[src/rtl/vga_raster_gen_if.sv]
// Raster timing bundle from the timing generator to the paddle, ball and score blocks.
// The generator drives it through master; consumers read it through slave.
interface vga_raster_gen_if;
  logic       HSync;
  logic       VSync;
  logic [9:0] pixel;
  logic [8:0] line;
  logic       video_on;
  logic       pix_en;
  logic       frame_start;

  modport master (
    output HSync, VSync, pixel, line, video_on, pix_en, frame_start
  );

  modport slave (
    input HSync, VSync, pixel, line, video_on, pix_en, frame_start
  );
endinterface

[src/rtl/vga_raster_gen.sv]
// Free-running 640x480 raster timing generator: a pixel-rate divider plus h/v counters,
// with every output registered and updated from the counters' next-state values.
module vga_raster_gen #(
  parameter int CLK_DIV   = 2,
  parameter int H_VISIBLE = 640,
  parameter int H_FRONT   = 16,
  parameter int H_SYNC    = 96,
  parameter int H_BACK    = 48,
  parameter int V_VISIBLE = 480,
  parameter int V_FRONT   = 10,
  parameter int V_SYNC    = 2,
  parameter int V_BACK    = 33
) (
  input logic              clk,
  input logic              reset,
  vga_raster_gen_if.master rast
);

  localparam int H_TOTAL = H_VISIBLE + H_FRONT + H_SYNC + H_BACK;
  localparam int V_TOTAL = V_VISIBLE + V_FRONT + V_SYNC + V_BACK;

  localparam logic [3:0] DIV_LAST = 4'(CLK_DIV - 1);
  localparam logic [9:0] H_LAST   = 10'(H_TOTAL - 1);
  localparam logic [9:0] V_LAST   = 10'(V_TOTAL - 1);
  localparam logic [9:0] H_VIS    = 10'(H_VISIBLE);
  localparam logic [9:0] V_VIS    = 10'(V_VISIBLE);
  localparam logic [9:0] HS_START = 10'(H_VISIBLE + H_FRONT);
  localparam logic [9:0] HS_END   = 10'(H_VISIBLE + H_FRONT + H_SYNC);
  localparam logic [9:0] VS_START = 10'(V_VISIBLE + V_FRONT);
  localparam logic [9:0] VS_END   = 10'(V_VISIBLE + V_FRONT + V_SYNC);
  localparam logic [8:0] LINE_CLAMP = 9'(V_VISIBLE);

  logic [3:0] div_q, div_d;
  logic [9:0] hCnt_q, hCnt_d;
  logic [9:0] vCnt_q, vCnt_d;
  logic       tick, hWrap, vWrap;

  logic       hSync_q, hSync_d;
  logic       vSync_q, vSync_d;
  logic [9:0] pixel_q;
  logic [8:0] line_q, line_d;
  logic       videoOn_q, videoOn_d;
  logic       pixEn_q, pixEn_d;
  logic       frameStart_q, frameStart_d;

  always_comb begin
    tick   = (div_q == DIV_LAST);
    hWrap  = (hCnt_q == H_LAST);
    vWrap  = (vCnt_q == V_LAST);
    div_d  = tick ? 4'd0 : div_q + 4'd1;
    hCnt_d = hCnt_q;
    vCnt_d = vCnt_q;
    if (tick) begin
      hCnt_d = hWrap ? 10'd0 : hCnt_q + 10'd1;
      if (hWrap) begin
        vCnt_d = vWrap ? 10'd0 : vCnt_q + 10'd1;
      end
    end
  end

  // Outputs follow the next counter values, so they change on the same edge as the counters
  // and simply hold whenever the counters hold.
  always_comb begin
    pixEn_d      = (div_d == DIV_LAST);
    frameStart_d = tick && hWrap && vWrap;
    hSync_d      = !((hCnt_d >= HS_START) && (hCnt_d < HS_END));
    vSync_d      = !((vCnt_d >= VS_START) && (vCnt_d < VS_END));
    videoOn_d    = (hCnt_d < H_VIS) && (vCnt_d < V_VIS);
    line_d       = (vCnt_d < V_VIS) ? vCnt_d[8:0] : LINE_CLAMP;
  end

  always_ff @(posedge clk or negedge reset) begin
    if (!reset) begin
      div_q        <= 4'd0;
      hCnt_q       <= 10'd0;
      vCnt_q       <= 10'd0;
      hSync_q      <= 1'b1;
      vSync_q      <= 1'b1;
      pixel_q      <= 10'd0;
      line_q       <= 9'd0;
      videoOn_q    <= 1'b1;
      pixEn_q      <= 1'b0;
      frameStart_q <= 1'b0;
    end else begin
      div_q        <= div_d;
      hCnt_q       <= hCnt_d;
      vCnt_q       <= vCnt_d;
      hSync_q      <= hSync_d;
      vSync_q      <= vSync_d;
      pixel_q      <= hCnt_d;
      line_q       <= line_d;
      videoOn_q    <= videoOn_d;
      pixEn_q      <= pixEn_d;
      frameStart_q <= frameStart_d;
    end
  end

  assign rast.HSync       = hSync_q;
  assign rast.VSync       = vSync_q;
  assign rast.pixel       = pixel_q;
  assign rast.line        = line_q;
  assign rast.video_on    = videoOn_q;
  assign rast.pix_en      = pixEn_q;
  assign rast.frame_start = frameStart_q;

endmodule

[src/flat_wrapper.sv]
// flat-port wrapper written by rule: the top's interface ports become plain ports
module vga_raster_gen_flat 
#(
  parameter int CLK_DIV   = 2,
  parameter int H_VISIBLE = 640,
  parameter int H_FRONT   = 16,
  parameter int H_SYNC    = 96,
  parameter int H_BACK    = 48,
  parameter int V_VISIBLE = 480,
  parameter int V_FRONT   = 10,
  parameter int V_SYNC    = 2,
  parameter int V_BACK    = 33
)
  (clk, reset, rast_HSync, rast_VSync, rast_pixel, rast_line, rast_video_on, rast_pix_en, rast_frame_start);
  vga_raster_gen_if rast_i ();
  input logic clk;
  input logic reset;
  output wire logic [$bits(rast_i.HSync)-1:0] rast_HSync;
  output wire logic [$bits(rast_i.VSync)-1:0] rast_VSync;
  output wire logic [$bits(rast_i.pixel)-1:0] rast_pixel;
  output wire logic [$bits(rast_i.line)-1:0] rast_line;
  output wire logic [$bits(rast_i.video_on)-1:0] rast_video_on;
  output wire logic [$bits(rast_i.pix_en)-1:0] rast_pix_en;
  output wire logic [$bits(rast_i.frame_start)-1:0] rast_frame_start;
  assign rast_HSync = rast_i.HSync;
  assign rast_VSync = rast_i.VSync;
  assign rast_pixel = rast_i.pixel;
  assign rast_line = rast_i.line;
  assign rast_video_on = rast_i.video_on;
  assign rast_pix_en = rast_i.pix_en;
  assign rast_frame_start = rast_i.frame_start;
  vga_raster_gen #(.CLK_DIV(CLK_DIV), .H_VISIBLE(H_VISIBLE), .H_FRONT(H_FRONT), .H_SYNC(H_SYNC), .H_BACK(H_BACK), .V_VISIBLE(V_VISIBLE), .V_FRONT(V_FRONT), .V_SYNC(V_SYNC), .V_BACK(V_BACK)) u_core (.clk(clk), .reset(reset), .rast(rast_i));
endmodule
[config.mk]
export PLATFORM = sky130hd
export DESIGN_NAME = vga_raster_gen_flat
export DESIGN_NICKNAME = d
export VERILOG_FILES = /design/src/rtl/vga_raster_gen_if.sv /design/src/rtl/vga_raster_gen.sv /design/src/flat_wrapper.sv
export SDC_FILE = /design/constraint.sdc
export NUM_CORES = 1
export LEC_CHECK = 0
export CAP_MARGIN = 40
export CORE_AREA = 2 2 70 79
export CTS_BUF_LIST = sky130_fd_sc_hd__clkbuf_8
export DETAILED_ROUTE_END_ITERATION = 12
export DIE_AREA = 0 0 72 81
export PLACE_DENSITY_LB_ADDON = 0.1
export SYNTH_ARGS = -nofsm -noshare
export SYNTH_HDL_FRONTEND = slang
export SYNTH_SLANG_ARGS = --single-unit
[constraint.sdc]
create_clock -name clk -period 2.95 [get_ports clk]
set_clock_uncertainty 0.1 [all_clocks]
set_input_delay 0.59 -clock clk [delete_from_list [all_inputs] [get_ports clk]]
set_output_delay 0.59 -clock clk [all_outputs]
set_load 0.01 [all_outputs]
# Yosys cells after proc, flatten, opt, wreduce, memory -nomap -nowiden

Cells that the tools add are included.

$lt $le $gt $ge: 6
$add $sub $neg: 3
Reduce and logical (&&, ||, !) cells: 7
Mux-type cells: 7
Equal/unequal tests: 4

Operators by type and width:

| cell                  | count |
|---|---|
| $mux 10               | 5 |
| $add 10x1->10 const B | 2 |
| $eq 10x10->1 const B  | 2 |
| $lt 10x10->1 const B  | 2 |
| $lt 10x9->1 const B   | 2 |
| $ge 10x10->1 const B  | 1 |
| $ge 10x9->1 const B   | 1 |
| $mux 9                | 1 |
| $eq 4x1->1 const B    | 2 |
| $logic_and 1x1->1     | 5 |
| $add 4x1->4 const B   | 1 |
| $mux 4                | 1 |
| $logic_not 1->1       | 2 |

Register bits after elaboration: 38
Logic and storage cells: 36
Input bits: 2

# Depth between registers and ports, before layout

Gate-level depths: netlist of run 1.

Depth after elaboration: 7
Depth in mapped cells: 8
Mapped depth without buffers: 8

# Worst setup path after synthesis of run 1

No wires, ideal clock.

Kind: register to register
Start: register u_core.div_q[1]
End: register u_core.line_q[8], in the netlist u_core.rast.line[8]
Cell stages (with the launch flop): 7
Arrival: 2.240 ns
Slack: 0.483 ns
Period minus slack after synthesis: 2.467 ns
Data required time: 2.723 ns
Path buffers: 0
Cell sequence: dfrtp_1 -> or4b_4 -> nor4_1 -> nand2_1 -> or3_1 -> xnor2_1 -> or2_2

Cells in the longest elaborated chain, start to end: 4

Ends and longest elaborated chain:

| what                       | line                 | RTL |
|---|---|---|
| start, declared            | vga_raster_gen.sv:33 | `logic [3:0] div_q, div_d;` |
| start signal, assigned     | vga_raster_gen.sv:85 | `div_q <= div_d;` |
| $eq 4x1->1 (*)             | vga_raster_gen.sv:47 | `tick = (div_q == DIV_LAST);` |
| $mux 10 (*)                | vga_raster_gen.sv:53 | `if (tick) begin` |
| named net u_core.vCnt_d[8] | vga_raster_gen.sv:35 | `logic [9:0] vCnt_q, vCnt_d;` |
| $lt 10x9->1                | vga_raster_gen.sv:69 | `line_d = (vCnt_d < V_VIS) ? vCnt_d[8:0] : LINE_CLAMP;` |
| $mux 9 (*)                 | vga_raster_gen.sv:69 |  |
| named net u_core.line_d[8] | vga_raster_gen.sv:41 | `logic [8:0] line_q, line_d;` |
| end signal, assigned       | vga_raster_gen.sv:91 | `line_q <= line_d;` |
| end, declared              | vga_raster_gen.sv:41 |  |

The timed path passes the listed nets; every way through them passes the cells marked *.

# Final worst setup path of run 1

Start: register u_core.div_q[1]
End: register u_core.line_q[2], in the netlist u_core.rast.line[2]

Cells in the longest elaborated chain, start to end: 4

Ends and longest elaborated chain:

| what                       | line |
|---|---|
| $eq 4x1->1                 | vga_raster_gen.sv:47 |
| $mux 10                    | vga_raster_gen.sv:53 |
| named net u_core.vCnt_d[6] | vga_raster_gen.sv:35 |
| $lt 10x9->1                | vga_raster_gen.sv:69 |
| $mux 9                     | vga_raster_gen.sv:69 |
| named net u_core.line_d[2] | vga_raster_gen.sv:41 |

The timed path passes the listed nets, and every way through them passes these cells.

==> impl_metrics.ini, run 1 <==
[clock_network]
cts.clk_slew.worst_paths_ns = 0.08
cts_hold_buf = 0
cts_made_buffers = 5
cts_tree = built
cts_buffer_depth = 2
clkSinkCount = 38
clkLatencyLatePin_ns = 0.29
root_buffer = clkbuf_8
htreeDepth = 2

[sta]
period_minus_slack_ns = 2.80
tightest_slew_ns = 0.838
max_freq_mhz = 358
rsz0062_at_grt = no
hold_viol = 0
finalCritPeriodShare = 0.948
setup_tns_ns = 0
maxSlewViolCount = 0
relSlewSlack = 0.441
setup_violations = 0

[pwr]
internal-power_uw = 709
peakVddDrop_mv = 0.173
seqPwrFrac = 0.577
p_sw_uw = 194
p_per_area_nw_per_um2 = 425
power_leakage_uw = 0.000957
p_sw_frac = 0.215
p_clk_frac = 0.412
p_comb_frac = 0.011

[synth]
synth_edf_count = 0
yosys.cell_types.count = 35
ys_warn_count = 0
synth_seq_cells = 38
ys_top_cells_by_count = dfrtp_1 (35), nand2_1 (19), xnor2_1 (11), nand3_1 (9), nor2_1 (9)
syn_area_sq_um = 1700
yosysMostFrequentCell = dfrtp_1
yosys-top-cells-area = dfrtp_1 (51%), xnor2_1 (5.7%), dfstp_2 (4.6%)
syn-num-nets = 164
yosysSeqAreaShare = 0.561
syn_avg_cell_area_sq_um = 10.7
synth-async-reset-ratio = 1.00
yosysTopAreaCellShare = 0.514
yosysTopAreaCell = dfrtp_1
syn_inst = 159
synthFlopType = dfrtp_1

[detailed_routing]
wirelength_um = 3570
drt_pre_antenna_iters = 4
vias = 1242
wl_per_cell_um = 14.3
drtAntennaViolNets = 0
drt-initial-drc-count = 152
via_per_inst = 4.97
drc = 0

[global_routing]
grt_overflow = 0
grt_pass1_vias = 1312
grt_pass1_wl_um = 6110
grt_max_degree = 39
grt_usage = 0.138
antenna_found_initial = 0

[setup_path]
worstReg2RegEnd = u_core.rast.line[2]
r2r_slack_ns = 0.15
start_kind = flip-flop
r2r_start = u_core.div_q[1]
worstPathMaxFanout = 12
cp_slowest_cell = or4b_4
crit_family = simple AND/OR/NAND/NOR gates
slowest_delay_ns = 0.57
path_class = flip-flop to flip-flop
required_ns = 3.01
worstSetupEndpointType = flip-flop
worstPathArrival_ns = 2.85
crit_chain = or4b_4 -> buf_4 -> or4_4 -> nor3_4 -> xor2_2 -> and4_2 -> nor3b_1
cp.buffers_inverters = 1
reg2reg_depth = 7

[finish]
seqCellArea_sq_um = 955
multiInputGateArea_sq_um = 709
drive_above_1_share = 0.142
area_growth_pct = 24.8
antenna_cells = 0
post-route-cell-area_sq_um = 2120
fillers = 497
final_nets = 194

[worst_hold_path]
holdCritPathClass = primary input to async pin

[place]
place_area_sq_um = 2020
hpwlAfterDp_um = 2570
port_buffers = 25
gp_congestion = 0.843

[floorplanning]
design.core.area_sq_um = 5150
die-width_um = 72
fp.dieH_um = 81
rows = 28
start_util = 0.331
die_area_sq_um = 5830
ios = 26

[job]
maxCapViolCount = 0

[status]
outcome = finished, final reports clean
cell families (layout without fill, tap and decap cells):
group,Yosys count,count (layout),synth area share
AND/OR/NAND/NOR,79,79,0.257
flip-flops,38,38,0.561
multiplexers,3,3,0.0191
buffers and inverters,11,42,0.0272
XOR/XNOR,13,13,0.0713
AO/OA/AOI/OAI,12,12,0.0426
adder cells (fa/ha/maj),3,3,0.0220
worst max path at each step:
stage	start	to	slack, ns	depth (start not counted)
finish	u_core.div_q[1]	u_core.rast.line[2]	0.15	7
global route	u_core.div_q[1]	u_core.rast.line[6]	0.01	6
CTS	u_core.div_q[1]	u_core.rast.line[2]	0.15	7
detailed placement	u_core.div_q[1]	u_core.rast.line[2]	0.15	7
global placement	u_core.div_q[1]	u_core.rast.line[6]	0.13	6
floorplan	u_core.div_q[1]	u_core.rast.line[8]	0.48	6
stage by stage:
step	total power, uW	hold WS [ns]	setup WS (ns)	utilization	instances
global route	943	0.367	0.0133	0.413	250
detailed placement	542	0.421	0.152	0.393	242
global placement	542	0.417	0.128	0.393	242
floorplan	531	0.194	0.483	-	159
finish	903	0.301	0.153	0.413	250
CTS	920	0.329	0.150	0.411	250
per-layer routing:
metal  routed length, um  GRT usage  vias up
li1                    -          -      616
met1                1520      0.167      583
met2                1820      0.233       38
met3                 168     0.0372        5
met4                  53     0.0547        0
met5                   0          0        -
flip-flops by register name (all words and copies together) (netlist names):
| signal | cells |
|---|---|
| u_core.hCnt_q | 10 |
| u_core.div_q | 4 |
| u_core.rast.HSync | 1 |
| u_core.rast.line | 9 |
| u_core.vCnt_q | 10 |
| u_core.rast.frame_start | 1 |
| u_core.rast.video_on | 1 |
| u_core.rast.VSync | 1 |
| u_core.rast.pix_en | 1 |
worst register-to-register path, delay by kind of cell (launching register included):
kind                   cells  cell delay [ns]
buffers and inverters      1             0.19
XOR/XNOR                   1             0.20
AND/OR/NAND/NOR            5             1.73
flip-flops                 1             0.44
power by group through the flow:
stage               Clock, uW  Sequential (uW)  Combinational [uW]
finish                    372              521                10.1
global route              410              521                12.5
detailed placement          0              531                11.4
CTS                       388              521                11.3
floorplan                   0              531            0.000315
global placement            0              531                10.8
final cells by class:
cell class                 count  share of cell area
tap                           60              0.0353
multi-input combinational    110               0.334
timing repair buffer          28               0.126
clock buffer                   6              0.0389
inverter                       6              0.0106
sequential                    38               0.449
clock inverter                 2             0.00589
timing repair:
| action | 4_1_cts | 5_1_grt |
|---|---|---|
| resized for setup | 0 | 2 |
| endpoints found under the hold margin | 0 | 0 |
| setup buffers | 0 | 0 |
| endpoints found under the setup margin | 0 | 2 |
cells in the final DEF, fill, tap and decap left out, drive strengths merged:
cell type and n:
dfrtp 35, clkdlybuf4s50 24, nand2 19, xnor2 11, nand3 9, nor2 9
nor3 9, nand4 7, inv 6, o21ai 6, clkbuf 6, nor4 6
or3 4, or2 4, buf 4, nor3b 3, ha 3, dfstp 3
and3 2, a21o 2, mux2 2, nor2b 2, xor2 2, nor4bb 1
and3b 1, or4b 1, or4 1, o311ai 1, mux2i 1, and4 1
a21oi 1, o22ai 1, a211oi 1, clkinv 1, clkinvlp 1
Note: power is estimated with default switching activity, not from simulation.
==> inputs of run 2 (changes only) <==
--- a/config.mk
+++ b/config.mk
@@ -8,6 +8,7 @@
 export CAP_MARGIN = 40
 export CORE_AREA = 2 2 70 79
 export CTS_BUF_LIST = sky130_fd_sc_hd__clkbuf_8
+export CTS_CLUSTER_SIZE = 24
 export DETAILED_ROUTE_END_ITERATION = 12
 export DIE_AREA = 0 0 72 81
 export PLACE_DENSITY_LB_ADDON = 0.1
==> results of run 2 <==
No change in the layout: final DEF, timing and power equal those of run 1.
==> inputs of run 3 (changes only) <==
--- a/config.mk
+++ b/config.mk
@@ -6,11 +6,13 @@
 export NUM_CORES = 1
 export LEC_CHECK = 0
 export CAP_MARGIN = 40
-export CORE_AREA = 2 2 70 79
+export CELL_PAD_IN_SITES_DETAIL_PLACEMENT = 0
+export CELL_PAD_IN_SITES_GLOBAL_PLACEMENT = 1
+export CORE_AREA = 10 10 78 87
 export CTS_BUF_LIST = sky130_fd_sc_hd__clkbuf_8
 export CTS_CLUSTER_SIZE = 24
 export DETAILED_ROUTE_END_ITERATION = 12
-export DIE_AREA = 0 0 72 81
+export DIE_AREA = 0 0 88 97
 export PLACE_DENSITY_LB_ADDON = 0.1
 export SYNTH_ARGS = -nofsm -noshare
 export SYNTH_HDL_FRONTEND = slang
==> run 3 against run 2 <==
  * Register-to-register slack improved by 0.09 ns
  * Sequential share of layout area decreased by 0.11 points
  * Die area increased by 46%
  * Combinational power increased by 34%
  * Largest cell class unchanged
  * Largest power group unchanged
  * Highest routed layer unchanged
==> impl_metrics.ini, run 3 (synthesized netlist as in run 1, its figures left out) <==
[setup_path]
slowest_delay_ns = 0.57
worstSetupEndpointType = flip-flop
crit_cells = 6
required_ns = 3.05
crit_chain = or4b_4 -> or4_4 -> nor3_4 -> xor2_2 -> and4_1 -> nand4_1
start_kind = flip-flop
cp_slowest_cell = or4b_4
crit_family = simple AND/OR/NAND/NOR gates
worstReg2RegEnd = u_core.rast.VSync
worstPathArrival_ns = 2.80
r2r_start = u_core.div_q[1]
cp.buffers_inverters = 0
r2r_slack_ns = 0.25
reg2reg_depth = 6
path_class = flip-flop to flip-flop
worstPathMaxFanout = 7

[detailed_routing]
drt-initial-drc-count = 71
drc = 0
wl_per_cell_um = 15.6
vias = 1269
drt_pre_antenna_iters = 4
via_per_inst = 5.12
wirelength_um = 3870
drtAntennaViolNets = 0

[sta]
fin_ws_ns = 0.246
max_freq_mhz = 370
tightest_slew_ns = 0.426
finalCritPeriodShare = 0.917
rsz0062_at_grt = no
hold_viol = 0
setup_tns_ns = 0
maxSlewViolCount = 0
setup_violations = 0
period_minus_slack_ns = 2.70
relSlewSlack = 0.714

[finish]
fin_cells = 248
drive_above_1_share = 0.132
area_growth_pct = 25.1
antenna_cells = 0
post-route-cell-area_sq_um = 2130
final_cell_mix = dfrtp_1 (35), clkdlybuf4s50_1 (24), nand2_1 (19)
layout.cells.most_common = dfrtp_1
final_nets = 194

[global_routing]
grt_overflow = 0
grt_pass1_wl_um = 6600
grt_usage = 0.0951
antenna_found_initial = 0
grt_max_degree = 39
grt_pass1_vias = 1326

[worst_hold_path]
holdCritPathClass = primary input to async pin

[pwr]
power_uw = 900
p_comb_frac = 0.015
p_sw_uw = 191
peakVddDrop_mv = 0.253
internal-power_uw = 709
power_leakage_uw = 0.000966
p_per_area_nw_per_um2 = 423
seqPwrFrac = 0.578
p_sw_frac = 0.212
p_clk_frac = 0.407

[place]
hpwlAfterDp_um = 2810
port_buffers = 25
place_area_sq_um = 2030
placed_cells = 240
gp_congestion = 0.793
place_worst_setup_slack_ns = 0.203

[floorplanning]
design.core.area_sq_um = 4970
ios = 26
start_util = 0.343
die_area_sq_um = 8540
fp.dieH_um = 97
rows = 27
die-width_um = 88

[clock_network]
cts_tree = built
htreeDepth = 2
root_buffer = clkbuf_8
cts_made_buffers = 5
cts.clk_slew.worst_paths_ns = 0.08
cts_buffer_depth = 2
postCtsSetupRepairBufs = 0
clkLatencyLatePin_ns = 0.29
clkSinkCount = 38

[status]
outcome = finished, final reports clean

[job]
maxCapViolCount = 0
==> run 3: changes by cell type in the layout (fill, tap and decap cells not counted), sizes merged <==
cell	delta
clkinvlp	-1
inv	+1
==> run 3: routing by layer <==
layer | wire [um] | global-route usage
met5 | 0 | 0
met1 | 1640 | 0.109
met4 | 39 | 0.0403
met2 | 1910 | 0.151
met3 | 284 | 0.0369
==> run 3: worst max-delay path by stage <==
stage               slack (ns)             endpoint             from
floorplan                 0.48  u_core.rast.line[8]  u_core.div_q[1]
global placement          0.30  u_core.rast.line[1]  u_core.div_q[1]
detailed placement        0.20    u_core.rast.VSync  u_core.div_q[1]
CTS                       0.19    u_core.rast.VSync  u_core.div_q[1]
global route              0.08    u_core.rast.VSync  u_core.div_q[1]
finish                    0.25    u_core.rast.VSync  u_core.div_q[1]
==> run 3: power groups by stage <==
stage / clock network [uW] / logic, uW / registers [uW]
detailed placement: 0 / 14.8 / 531
floorplan: 0 / 0.000315 / 531
CTS: 375 / 14.8 / 521
finish: 366 / 13.5 / 521
global route: 395 / 16.2 / 521
global placement: 0 / 10.9 / 531
==> run 3: worst register-to-register path: stages, from the launching register on <==
cell	delay, ns
dfrtp_1	0.44
or4b_4	0.57
or4_4	0.56
nor3_4	0.23
xor2_2	0.20
and4_1	0.37
nand4_1	0.14
==> run 3: repair_timing <==
| item | in CTS | in global routing |
|---|---|---|
| hold buffers | 0 | 0 |
| setup endpoints to repair | 0 | 6 |
| resized for setup | 0 | 1 |
==> run 3: layout make-up <==
type | instances | area [sq um]
fillers | 494 | 2840
flip-flops and latches | 38 | 955
inverters | 6 | 22.5
clock buffers | 6 | 82.6
multi-input cells | 110 | 708
repair buffers | 28 | 280
well taps | 58 | 72.6
clock inverters | 2 | 8.76
==> run 3: per-stage QoR <==
stage / util / hold slack, ns
2_1_floorplan: - / 0.194
3_3_place_gp: 0.405 / 0.407
3_5_place_dp: 0.409 / 0.429
4_1_cts: 0.428 / 0.164
5_1_grt: 0.429 / 0.166
6_report: 0.429 / 0.152
